`config.mk`:
```
export PLATFORM = sky130hd
export DESIGN_NAME = fetch_sequencer
export DESIGN_NICKNAME = d
export VERILOG_FILES = /design/src/rtl/fetch_sequencer.sv
export SDC_FILE = /design/constraint.sdc
export NUM_CORES = 1
export LEC_CHECK = 0
export BUFFER_PORTS_ARGS = -buffer_cell sky130_fd_sc_hd__buf_2
export CORE_MARGIN = 4
export CORE_UTILIZATION = 52
export CTS_BUF_LIST = sky130_fd_sc_hd__clkbuf_8
export CTS_CLUSTER_DIAMETER = 80
export DETAILED_ROUTE_END_ITERATION = 10
export GPL_ROUTABILITY_DRIVEN = 1
export PLACE_DENSITY = 0.92
export RECOVER_POWER = 100
export SYNTH_ARGS = -nofsm -noshare
export SYNTH_HDL_FRONTEND = slang
export SYNTH_SLANG_ARGS = --single-unit
```
`constraint.sdc`:
```
create_clock -name clk -period 3.1 [get_ports clk]
set_input_delay 0.62 -clock clk [delete_from_list [all_inputs] [get_ports clk]]
set_output_delay 0.62 -clock clk [all_outputs]
set_load 0.005 [all_outputs]
```
`src/rtl/fetch_sequencer.sv`:
```
// Instruction fetch sequencer: drives the PC and instruction-memory handshake,
// holds one fetched word for decode and counts retired handshakes.
module fetch_sequencer #(
  parameter int m    = 32,
  parameter int STEP = 4
) (
  input  logic         clk,
  input  logic         reset,
  input  logic         start,
  input  logic [m-1:0] pc_cur,
  output logic [m-1:0] pc_next,
  output logic         imem_req,
  output logic [m-1:0] imem_addr,
  input  logic         imem_ack,
  input  logic [31:0]  imem_rdata,
  output logic         instr_valid,
  output logic [31:0]  instr,
  input  logic         instr_ready,
  input  logic         redirect,
  input  logic [m-1:0] redirect_target,
  output logic [31:0]  retired_cnt
);

  localparam logic [1:0] IDLE  = 2'd0;
  localparam logic [1:0] REQ   = 2'd1;
  localparam logic [1:0] FLUSH = 2'd2;
  localparam logic [1:0] VALID = 2'd3;

  localparam logic [m-1:0] STEP_W = m'(STEP);

  logic [1:0]   state_r;
  logic [1:0]   state_nxt_s;
  logic [m-1:0] tgt_r;
  logic [m-1:0] tgt_nxt_s;
  logic [31:0]  instr_r;
  logic [31:0]  cnt_r;
  logic [m-1:0] pc_nxt_s;
  logic         load_instr_s;
  logic         retire_s;

  // Next-state, next-PC and side-effect decode for the fetch loop
  always_comb begin
    state_nxt_s  = state_r;
    tgt_nxt_s    = tgt_r;
    pc_nxt_s     = pc_cur;
    load_instr_s = 1'b0;
    retire_s     = 1'b0;
    case (state_r)
      IDLE: begin
        if (start) begin
          state_nxt_s = REQ;
        end else begin
          state_nxt_s = IDLE;
        end
      end
      REQ: begin
        if (imem_ack && !redirect) begin
          load_instr_s = 1'b1;
          pc_nxt_s     = pc_cur + STEP_W;
          state_nxt_s  = VALID;
        end else if (imem_ack && redirect) begin
          pc_nxt_s    = redirect_target;
          state_nxt_s = REQ;
        end else if (redirect) begin
          // Address must stay put until the in-flight request completes
          tgt_nxt_s   = redirect_target;
          state_nxt_s = FLUSH;
        end else begin
          state_nxt_s = REQ;
        end
      end
      FLUSH: begin
        if (imem_ack) begin
          pc_nxt_s    = redirect ? redirect_target : tgt_r;
          state_nxt_s = REQ;
        end else if (redirect) begin
          tgt_nxt_s   = redirect_target;
          state_nxt_s = FLUSH;
        end else begin
          state_nxt_s = FLUSH;
        end
      end
      VALID: begin
        retire_s = instr_ready;
        if (redirect) begin
          pc_nxt_s    = redirect_target;
          state_nxt_s = REQ;
        end else if (instr_ready) begin
          state_nxt_s = REQ;
        end else begin
          state_nxt_s = VALID;
        end
      end
      default: begin
        state_nxt_s = IDLE;
      end
    endcase
  end

  // State, stored redirect target, instruction word and retire counter
  always_ff @(posedge clk) begin
    if (reset) begin
      state_r <= IDLE;
      tgt_r   <= {m{1'b0}};
      instr_r <= 32'd0;
      cnt_r   <= 32'd0;
    end else begin
      state_r <= state_nxt_s;
      tgt_r   <= tgt_nxt_s;
      if (load_instr_s) begin
        instr_r <= imem_rdata;
      end
      if (retire_s) begin
        cnt_r <= cnt_r + 32'd1;
      end
    end
  end

  // Reset gates the decoded outputs so they are quiet during the reset cycle itself
  assign pc_next     = reset ? {m{1'b0}} : pc_nxt_s;
  assign imem_req    = !reset && ((state_r == REQ) || (state_r == FLUSH));
  assign imem_addr   = pc_cur;
  assign instr_valid = !reset && (state_r == VALID);
  assign instr       = instr_r;
  assign retired_cnt = cnt_r;

endmodule

```
==> impl_metrics.env <==
export IMPL_slowest_stage="a221oi_1"
export IMPL_cp_num_buf_inv=3
export IMPL_nets=1203
export IMPL_drc=0
export IMPL_seq_area_frac_synth_pct=30.6
export IMPL_dp_cells=1247
export IMPL_power_density_nw_per_um2=330
export IMPL_ys_warn_count=0
export IMPL_drv_cap=0
export IMPL_path_class="flop to primary output"
export IMPL_start_util_pct=53.2
export IMPL_wl_um=23300
export IMPL_io_buffers=231
export IMPL_grt_pass1_wl_um=35900
export IMPL_dp_hpwl_um=16900
export IMPL_grt_max_degree=61
export IMPL_clk_pin_slew_ns=0.11
export IMPL_placed_area_um2=7820
export IMPL_dieArea_um2=14200
export IMPL_fin_crit_ns=3.15
export IMPL_first_pass_iters=8
export IMPL_use_met1_pct=37.2
export IMPL_gp_congestion=0.971
export IMPL_dp_slack_ns=-0.0396
export IMPL_synth_area_per_cell_um2=7.31
export IMPL_cts_buffer_depth=2
export IMPL_relSlewSlack_pct=57.6
export IMPL_async_reset_ff_share_pct=0
export IMPL_irDropWorstVdd_mv=0.366
export IMPL_worst_pin_slew_ns=0.630
export IMPL_rows=40
export IMPL_start_kind="flop"
export IMPL_coreArea_um2=12100
export IMPL_setup_tns_ns=-0.0500
export IMPL_use_met3_pct=8.40
export IMPL_final_setup_viol_count=1
export IMPL_worst_hold_slack_ns=0.455
export IMPL_grt_use_met2_pct=50.8
export IMPL_synth_edff_count=0
export IMPL_setup_worst_path_end_class="primary output"
export IMPL_io_pins=232
export IMPL_grt_usage_pct=30.9
export IMPL_cpPeakStageDelay_ns=0.44
export IMPL_critPathArrivalTime_ns=2.53
export IMPL_post_route_period_util_pct=102
export IMPL_cp_required_ns=2.48
export IMPL_synth_distinct_cells=73
export IMPL_drt_iter0_markers=1000
export IMPL_wire_per_inst_um=18.4
export IMPL_syn_instance_count=878
export IMPL_cts_tree="done"
export IMPL_die_height_um=119
export IMPL_top_usage_layer="met2"
export IMPL_synth_seq_cells=98
export IMPL_clock_root_buffer="clkbuf_8"
export IMPL_status="finished, violations left"
export IMPL_netlist_area_um2=6420
export IMPL_htree_levels=3
export IMPL_post_drt_via_cell_ratio=6.15
export IMPL_ant_nets=0
export IMPL_p_leak_nw=3.52
export IMPL_worstSkewPairLatency_ns=0.39
export IMPL_hold_viol=0
export IMPL_rsz0062_at_grt="yes"
export IMPL_clock_skew_ns=0.0176
export IMPL_worstHoldPathType="flop to flop"
export IMPL_slew_violations=0
export IMPL_report_power_total_mw=2.69
export IMPL_die_w_um=119
export IMPL_setup_ws_ns=-0.0500
export IMPL_fin_cells=1266
export IMPL_violations="setup timing"
export IMPL_crit_chain="inv_1, ha_2, buf_4, and2_1, o21ai_0, a221oi_1, buf_2"
export IMPL_syn_num_nets=989
export IMPL_path_max_fanout=11
export IMPL_vias=7780
export IMPL_max_freq_mhz=317
export IMPL_grt_pass1_vias=7278
export IMPL_clkSinkCount=98
export IMPL_syn_to_final_growth_pct=27.0
export IMPL_antenna_found_initial=3
export IMPL_cts_made_buffers=9
export IMPL_fin_util_pct=67.6
export IMPL_fin_area_um2=8150
export IMPL_drive_gt1_share_pct=33.0
export IMPL_ys_flop_type="dfxtp_1"
export IMPL_grt_overflow=0
export IMPL_crit_family="compound AO/OA/AOI/OAI gates"
synth_stat cells (4+ instances only):
master    number  area, um2
nand2_1      177        664
dfxtp_1       98       1960
a21oi_1       90        450
nor2_1        51        191
clkbuf_1      49        184
o21ai_0       41        205
buf_4         32        240
nand3_1       23        115
nand4_1       23        144
inv_1         21       78.8
nor2b_1       18        113
mux2i_1       15        150
a22oi_1       14        105
xor2_1        12        105
a22o_1        10       87.6
and3_1        10       62.6
mux2_2        10        113
a31oi_1        9       56.3
ha_1           9        113
nor3_1         9       45.0
buf_2          8       40.0
a221oi_1       7       61.3
a222oi_1       7       70.1
buf_1          7       26.3
or3_1          7       43.8
a21o_1         6       45.0
o221ai_1       6       52.6
o22ai_1        6       37.5
a221o_1        5       50.1
nor4_1         5       31.3
o211ai_1       5       37.5
o21ai_1        5       25.0
or4_1          5       37.5
xnor2_1        5       43.8
a211oi_1       4       30.0
and2_1         4       25.0
and4_1         4       35.0
nand2b_1       4       25.0
nand3b_1       4       30.0
or2_2          4       25.0
worst paths after layout:
kind	startpoint	end	slack, ns	cells after the start
max	state_r[1]	pc_next[24]	-0.05	7
min	instr[28]	instr[28]	0.46	2
max reg2reg	state_r[1]	tgt_r[9]	0.91	8
min reg2reg	instr[28]	instr[28]	0.46	2
tightest hold or removal path, cell delays in order, from the launching register on:
cell and delay, ns:
dfxtp_1 0.32, nand2_1 0.05, a21oi_1 0.05
cells in the final DEF, fill, tap and decap left out, types with 4 or more instances in the layout:
cell type	n
o22ai_1	6
clkbuf_8	11
xnor2_1	5
and2_1	4
a21o_1	6
a22oi_1	14
buf_4	62
inv_1	19
nand3_1	23
or4_1	5
o211ai_1	5
dfxtp_1	96
ha_1	5
xor2_1	12
nand2b_1	4
nor3_1	9
and4_1	4
nand4_1	23
nand3b_1	4
a222oi_1	7
a21oi_1	89
or2_2	4
a22o_1	10
buf_2	230
mux2i_1	15
or3_1	6
nor2_1	50
a31oi_1	9
nand2_1	176
nor4_1	4
nor2b_1	16
a221oi_1	7
o221ai_1	6
and3_1	10
o21ai_0	39
mux2_2	10
o21ai_1	7
a221o_1	5
kinds of logic after synthesis:
kind of cell	count (synthesis)	synth area share, %
muxes	26	4.27
and+or+nand+nor	362	27.1
buffers and inverters	118	8.93
AOI/OAI and AO/OA	248	25.0
adders and majority gates	9	1.75
xor gates and xnor gates	17	2.32
DFF	98	30.6
flip-flops by register name, indices dropped and copies added, names as in the netlist:
name and flops:
state_r 2, instr 32, retired_cnt 32, tgt_r 32
repair_timing:
item	4_1_cts	5_1_grt
gates resized for setup	8	25
hold buffers	0	0
endpoints found under the setup margin	18	19
pin swaps	1	5
setup buffers	0	2
cloned	0	0
final cells by class:
cell class              instances  area [um2]
multi-input cells             662        3970
fillers                       986        3910
flip-flops and latches         98        1960
repair buffers                299        1730
well taps                     168         210
clock buffers                  11         151
inverters                      22        90.1
clock inverters                 5        37.5
diodes                          1        2.50
per-layer routing:
layer / vias to the layer above / part of all wire [%]
met3: 92 / 11
met5: - / 0.12
met2: 539 / 47
li1: 3547 / -
met4: 4 / 4.2
met1: 3598 / 38
report_power, final:
group / internal [mW] / switching, mW
sequential: 1.28 / 0.0106
combinational: 0.240 / 0.330
clock: 0.340 / 0.491
(Power assumes the default switching activity.)
